==> config.mk <==
export PLATFORM = sky130hd
export DESIGN_NAME = fb_draw_scheduler_flat
export DESIGN_NICKNAME = d
export VERILOG_FILES = /design/src/rtl/fb_draw_scheduler_if.sv /design/src/rtl/fb_draw_scheduler.sv /design/src/flat_wrapper.sv
export SDC_FILE = /design/constraint.sdc
export NUM_CORES = 1
export LEC_CHECK = 0
export BUFFER_PORTS_ARGS = -buffer_cell sky130_fd_sc_hd__clkbuf_2
export CAP_MARGIN = 20
export CORE_ASPECT_RATIO = 2
export CORE_UTILIZATION = 54
export DETAILED_ROUTE_END_ITERATION = 6
export PLACE_DENSITY_LB_ADDON = 0.3
export SYNTH_ARGS = -nofsm -noshare
export SYNTH_HDL_FRONTEND = slang
export SYNTH_SLANG_ARGS = --single-unit
==> constraint.sdc <==
create_clock -name clk -period 3.6 [get_ports clk]
set_clock_uncertainty 0.05 [all_clocks]
set_input_delay 0.18 -clock clk [delete_from_list [all_inputs] [get_ports clk]]
set_output_delay 0.18 -clock clk [all_outputs]
set_load 0.02 [all_outputs]
==> src/rtl/fb_draw_scheduler_if.sv <==
// Engine-side and frame-buffer-side signals of the draw scheduler.
// master: the scheduler itself. slave: the engines, frame buffer and control
// logic that surround it.
interface fb_draw_scheduler_if;
  logic        overlay_en;
  logic        err_clr;
  logic [23:0] eng_x;
  logic [23:0] eng_y;
  logic [35:0] eng_color;
  logic [2:0]  eng_we;
  logic [2:0]  eng_done;
  logic [2:0]  lock;
  logic [7:0]  CounterX;
  logic [7:0]  CounterY;
  logic [11:0] color;
  logic        we;
  logic [1:0]  phase;
  logic        frame_done;
  logic [2:0]  timeout_err;
  logic        overrun_err;

  modport master (
    input  overlay_en, err_clr, eng_x, eng_y, eng_color, eng_we, eng_done,
    output lock, CounterX, CounterY, color, we, phase, frame_done,
           timeout_err, overrun_err
  );

  modport slave (
    output overlay_en, err_clr, eng_x, eng_y, eng_color, eng_we, eng_done,
    input  lock, CounterX, CounterY, color, we, phase, frame_done,
           timeout_err, overrun_err
  );
endinterface

==> src/rtl/fb_draw_scheduler.sv <==
// Frame-rate scheduler owning the frame-buffer write port. Each frame it grants
// the port to the clear, wave and (optionally) overlay engines in turn, with a
// one-cycle dead gap between grants, a per-phase watchdog and sticky errors.
module fb_draw_scheduler #(
  parameter int FRAME_CYCLES     = 500000,
  parameter int MAX_PHASE_CYCLES = 200000
) (
  input  logic                  clk,
  input  logic                  rst,
  fb_draw_scheduler_if.master   bus
);

  localparam int KW = (FRAME_CYCLES > 1) ? $clog2(FRAME_CYCLES) : 1;
  localparam int PW = (MAX_PHASE_CYCLES > 1) ? $clog2(MAX_PHASE_CYCLES) : 1;
  localparam logic [KW-1:0] K_LAST = KW'(FRAME_CYCLES - 1);
  localparam logic [PW-1:0] P_LAST = PW'(MAX_PHASE_CYCLES - 1);

  typedef enum logic [2:0] {
    S_IDLE, S_CLEAR, S_GAP1, S_WAVE, S_GAP2, S_OVERLAY, S_DONE
  } state_t;

  state_t          r_state;
  logic [KW-1:0]   r_k;
  logic [PW-1:0]   r_cnt;
  logic            r_ovl_en;
  logic [7:0]      r_x;
  logic [7:0]      r_y;
  logic [11:0]     r_color;
  logic            r_we;
  logic [2:0]      r_tmo;
  logic            r_ovr;

  logic            w_tick;
  logic [2:0]      w_lock;
  logic [1:0]      w_phase;
  logic            w_frame_done;
  logic            w_locked;
  logic            w_done_act;
  logic            w_wd;
  logic            w_end;
  logic            w_expire;
  logic            w_sel_we;
  logic [7:0]      w_sel_x;
  logic [7:0]      w_sel_y;
  logic [11:0]     w_sel_color;

  assign w_tick     = (r_k == K_LAST);
  assign w_locked   = |w_lock;
  // Done from an engine without the grant is masked here.
  assign w_done_act = |(w_lock & bus.eng_done);
  assign w_wd       = w_locked && (r_cnt == P_LAST);
  assign w_end      = w_done_act || w_wd;
  assign w_expire   = w_wd && !w_done_act;

  // Grant, phase code and frame_done decoded straight from the state register.
  always_comb begin
    w_lock       = 3'b000;
    w_phase      = 2'd0;
    w_frame_done = 1'b0;
    case (r_state)
      S_CLEAR:   begin w_lock = 3'b001; w_phase = 2'd1; end
      S_WAVE:    begin w_lock = 3'b010; w_phase = 2'd2; end
      S_OVERLAY: begin w_lock = 3'b100; w_phase = 2'd3; end
      S_DONE:    w_frame_done = 1'b1;
      default:   ;
    endcase
  end

  // Select the write fields of whichever engine currently holds the grant.
  always_comb begin
    w_sel_we    = 1'b0;
    w_sel_x     = 8'd0;
    w_sel_y     = 8'd0;
    w_sel_color = 12'd0;
    for (int i = 0; i < 3; i++) begin
      if (w_lock[i]) begin
        w_sel_we    = bus.eng_we[i];
        w_sel_x     = bus.eng_x[8*i +: 8];
        w_sel_y     = bus.eng_y[8*i +: 8];
        w_sel_color = bus.eng_color[12*i +: 12];
      end
    end
  end

  // Free-running frame counter; the tick is its last count.
  always_ff @(posedge clk) begin
    if (rst)         r_k <= '0;
    else if (w_tick) r_k <= '0;
    else             r_k <= r_k + KW'(1);
  end

  // Phase sequencer plus the watchdog counter, which only runs inside a grant.
  always_ff @(posedge clk) begin
    if (rst) begin
      r_state  <= S_IDLE;
      r_cnt    <= '0;
      r_ovl_en <= 1'b0;
    end else begin
      r_cnt <= (w_locked && !w_end) ? r_cnt + PW'(1) : '0;
      case (r_state)
        S_IDLE: if (w_tick) begin
          r_ovl_en <= bus.overlay_en;
          r_state  <= S_CLEAR;
        end
        S_CLEAR:   if (w_end) r_state <= S_GAP1;
        S_GAP1:    r_state <= S_WAVE;
        S_WAVE:    if (w_end) r_state <= r_ovl_en ? S_GAP2 : S_DONE;
        S_GAP2:    r_state <= S_OVERLAY;
        S_OVERLAY: if (w_end) r_state <= S_DONE;
        S_DONE:    r_state <= S_IDLE;
        default:   r_state <= S_IDLE;
      endcase
    end
  end

  // Sticky error flags; a new error event beats a simultaneous clear.
  always_ff @(posedge clk) begin
    if (rst) begin
      r_tmo <= 3'b000;
      r_ovr <= 1'b0;
    end else begin
      r_tmo <= (bus.err_clr ? 3'b000 : r_tmo) | (w_expire ? w_lock : 3'b000);
      r_ovr <= (bus.err_clr ? 1'b0 : r_ovr) | (w_tick && (r_state != S_IDLE));
    end
  end

  // Registered write port: one-cycle latency, fields hold when no write.
  always_ff @(posedge clk) begin
    if (rst) begin
      r_we    <= 1'b0;
      r_x     <= 8'd0;
      r_y     <= 8'd0;
      r_color <= 12'd0;
    end else begin
      r_we <= w_sel_we;
      if (w_sel_we) begin
        r_x     <= w_sel_x;
        r_y     <= w_sel_y;
        r_color <= w_sel_color;
      end
    end
  end

  assign bus.lock        = w_lock;
  assign bus.phase       = w_phase;
  assign bus.frame_done  = w_frame_done;
  assign bus.we          = r_we;
  assign bus.CounterX    = r_x;
  assign bus.CounterY    = r_y;
  assign bus.color       = r_color;
  assign bus.timeout_err = r_tmo;
  assign bus.overrun_err = r_ovr;

endmodule
==> src/flat_wrapper.sv <==
// flat-port wrapper written by rule: the top's interface ports become plain ports
module fb_draw_scheduler_flat 
#(
  parameter int FRAME_CYCLES     = 500000,
  parameter int MAX_PHASE_CYCLES = 200000
)
  (clk, rst, bus_overlay_en, bus_err_clr, bus_eng_x, bus_eng_y, bus_eng_color, bus_eng_we, bus_eng_done, bus_lock, bus_CounterX, bus_CounterY, bus_color, bus_we, bus_phase, bus_frame_done, bus_timeout_err, bus_overrun_err);
  fb_draw_scheduler_if bus_i ();
  input  logic clk;
  input  logic rst;
  input wire logic [$bits(bus_i.overlay_en)-1:0] bus_overlay_en;
  input wire logic [$bits(bus_i.err_clr)-1:0] bus_err_clr;
  input wire logic [$bits(bus_i.eng_x)-1:0] bus_eng_x;
  input wire logic [$bits(bus_i.eng_y)-1:0] bus_eng_y;
  input wire logic [$bits(bus_i.eng_color)-1:0] bus_eng_color;
  input wire logic [$bits(bus_i.eng_we)-1:0] bus_eng_we;
  input wire logic [$bits(bus_i.eng_done)-1:0] bus_eng_done;
  output wire logic [$bits(bus_i.lock)-1:0] bus_lock;
  output wire logic [$bits(bus_i.CounterX)-1:0] bus_CounterX;
  output wire logic [$bits(bus_i.CounterY)-1:0] bus_CounterY;
  output wire logic [$bits(bus_i.color)-1:0] bus_color;
  output wire logic [$bits(bus_i.we)-1:0] bus_we;
  output wire logic [$bits(bus_i.phase)-1:0] bus_phase;
  output wire logic [$bits(bus_i.frame_done)-1:0] bus_frame_done;
  output wire logic [$bits(bus_i.timeout_err)-1:0] bus_timeout_err;
  output wire logic [$bits(bus_i.overrun_err)-1:0] bus_overrun_err;
  assign bus_i.overlay_en = bus_overlay_en;
  assign bus_i.err_clr = bus_err_clr;
  assign bus_i.eng_x = bus_eng_x;
  assign bus_i.eng_y = bus_eng_y;
  assign bus_i.eng_color = bus_eng_color;
  assign bus_i.eng_we = bus_eng_we;
  assign bus_i.eng_done = bus_eng_done;
  assign bus_lock = bus_i.lock;
  assign bus_CounterX = bus_i.CounterX;
  assign bus_CounterY = bus_i.CounterY;
  assign bus_color = bus_i.color;
  assign bus_we = bus_i.we;
  assign bus_phase = bus_i.phase;
  assign bus_frame_done = bus_i.frame_done;
  assign bus_timeout_err = bus_i.timeout_err;
  assign bus_overrun_err = bus_i.overrun_err;
  fb_draw_scheduler #(.FRAME_CYCLES(FRAME_CYCLES), .MAX_PHASE_CYCLES(MAX_PHASE_CYCLES)) u_core (.clk(clk), .rst(rst), .bus(bus_i));
endmodule
==> metrics <==
DIE WIDTH=61.4 um; Seq cells post-synth=74; Hold Crit Start=bus_overlay_en; R2R depth=6; largest net degree at the start of global routing=40; Cell Pwr Density=365 nW/um2; Syn Area/Cell=roughly 8.5 um2; ANT cells=0; worst flop-to-flop path endpoint=u_core.bus.color[6]; CTS tree=built; via count=between 3000 and 4000; final hold viol count=0; CP required=around 3.8 ns; RSZ-0062 raised after global routing=no; crit path DAT=around 2.7 ns; DRC=0; CP Max Fanout=32; Worst Setup End Kind=flip-flop; Boundary Pins=~130; total power=about 1.7 mW; post-DR wirelength/cell=around 16 um; vias in the first global route=~3700; hold slack=between 0.04 and 0.05 ns; vias per inst=between 5 and 6; Largest stage delay, worst path=around 0.75 ns; ratio of cells with drive above 1 in the final layout=around 29%; Die ar.=7410 um2; first-pass GRT wire length=approximately 16 mm; clk_lat worst skew=between 0.3 and 0.4 ns; status=finished clean; crit path launch type=flip-flop; min Tclk post-route=approximately 2.4 ns; YS warnings=0; total number of H-tree levels=3; global placer's final weighted congestion=0.844; crit path to=u_core.bus.color[6]; clk buf depth=2; worst hold path type=in2reg; slowest CP cell=a2bb2oi_1; commonest non-fill, non-tap cell in the layout=clkbuf_2; delay-heaviest family, CP=compound AO/OA/AOI/OAI gates; worst vdd ir=roughly 0.5 mV; mapped cell area=3810 um2; global route overflow=0; Top cell by count, worst path=buf_4; Crit. Startpoint=u_core.r_state[2]; setup TNS=0 ns; core area=6890 um2; Cell variety after synth=47; Finished Cell Area=4770 um2; fmax=~0.4 GHz; area of the multi-input gates=2150 um2; Initial DRC Count=298; post-route core utilization=between 60% and 70%; clk sinks=74; clock buffer count from CTS=9; CTS root buf=clkbuf_16; storage element area=about 1500 um2; Final Cycle Share=67.9%; Final nets=between 600 and 700; Worst path depth=6; number of flops mapped to enable cells by yosys=0; Mapped Nets=roughly 550; std cell rows=43; Initial Util=55.3%; Final setup viols=0; commonest non-fill, non-tap cells in the layout=clkbuf_2 (132), dfxtp_1 (73), nand3_1 (43), a21oi_1 (43), o21ai_0 (36); CP Buf/Inv Count=2; ANT nets after route=0; Max-Cap Viols=0; Top FF cell, synth=dfxtp_1; CP Class=reg2reg; fill cell count=approximately 600; Synth-to-Final Area Change=25.3%; reg2reg setup slack=around 1.2 ns; register area share after synthesis=38.9%; crit-path cells=buf_4 -> nor2b_2 -> a2bb2oi_1 -> buf_4 -> o21ai_0 -> a21oi_1; Post-Route WL=between 10 and 15 mm; count of input and output buffers=about 130; actual slew at the worst max-slew pin=0.942 ns; cts hold-fix bufs=0; Slew HR=about 37%; Async SR Flop Fraction=0%; TritonRoute pass-1 iters=5; placed inst area=between 4000 and 5000 um2; setup bufs post-CTS=0; Reg2Reg Launch Point=u_core.r_state[2]; CTS clock-pin slew for the worst setup and hold paths=0.05 ns; cells after synthesis=450; GRT Overall Usage=a little under 30%; dpl hpwl=between 7 and 8 mm; initial antenna violation count=0; CTS resizes=0; Slew Limit Fails=0; Static Leakage=~1.8 nW; chip height=about 120 um
-- area by class of cell --
cell class                      count  share of cell area, %
Multi-Input combinational cell    333                   45.1
Sequential cell                    74                   31.1
Timing Repair Buffer              138                   14.9
Clock buffer                       12                   5.37
Tap cell                           90                   2.36
Inverter                           10                  0.787
Clock inverter                      3                  0.315
-- report_power, final --
part	switching [mW]	internal (mW)
combinational	0.0516	0.0551
clock	0.314	0.496
sequential	0.00319	0.823
-- cells in the mapped netlist (all sizes together), types with 2 or more instances --
master | number | area [um2]
a21oi | 43 | 215
a31o | 3 | 26.3
and2 | 2 | 12.5
and3 | 7 | 45.1
buf | 9 | 52.5
clkbuf | 24 | 90.1
dfxtp | 74 | 1480
ha | 2 | 25.0
inv | 10 | 37.5
mux2i | 29 | 290
nand2 | 17 | 63.8
nand2b | 6 | 37.5
nand3 | 44 | 225
nand3b | 2 | 15.0
nand4 | 14 | 87.6
nor2 | 29 | 109
nor3 | 7 | 35.0
nor4 | 9 | 71.3
o21ai | 36 | 180
o2bb2ai | 29 | 254
o31ai | 3 | 22.5
or2 | 3 | 18.8
or3 | 6 | 37.5
or4 | 5 | 41.3
or4b | 2 | 20.0
xnor2 | 16 | 140
xor2 | 7 | 61.3
-- layer usage --
| metal | global-route usage [%] | up-vias | part of all wire, % |
|---|---|---|---|
| met3 | 7.06 | 32 | 5.7 |
| met2 | 51.8 | 128 | 53 |
| met5 | 0 | - | 0 |
| li1 | - | 1891 | - |
| met1 | 29.7 | 1752 | 38 |
| met4 | 14.2 | 0 | 3.5 |
-- flip-flops by register name (all words and copies together), names as in the netlist --
name / cells
u_core.bus.overrun_err: 1
u_core.bus.timeout_err: 3
u_core.r_ovl_en: 1
u_core.r_state: 3
u_core.r_k: 19
u_core.bus.we: 1
u_core.r_cnt: 18
u_core.bus.color: 12
u_core.bus.CounterX: 8
u_core.bus.CounterY: 8
-- tightest hold or removal path: cells and delay by family --
kind / cells / cell delay (ns)
buffers and inverters: 1 / 0.08
AO/OA/AOI/OAI: 1 / 0.06
AND/OR/NAND/NOR: 1 / 0.06
-- through the flow --
stage | setup WS [ns] | std cells
3_3_place_gp | 1.36 | 644
6_report | 1.15 | 660
3_5_place_dp | 1.18 | 644
5_1_grt | 0.917 | 660
4_1_cts | 1.16 | 659
2_1_floorplan | 1.70 | 450
-- worst min path at each step --
stage,to,slack (ns),cells after the start
global route,u_core.r_ovl_en,0.09,3
global placement,u_core.r_ovl_en,0.38,3
detailed placement,u_core.r_ovl_en,0.39,3
floorplan,u_core.r_ovl_en,0.28,2
finish,u_core.r_ovl_en,0.05,3
CTS,u_core.r_ovl_en,0.04,3
-- cell families after synthesis --
kind of cell	synth area share (%)
DFF	38.9
xor gates and xnor gates	5.29
muxes	7.92
buffers and inverters	4.73
AOI/OAI and AO/OA	20.3
adders and majority gates	0.657
and+or+nand+nor	22.2
Note: power is estimated with default switching activity, not from simulation.
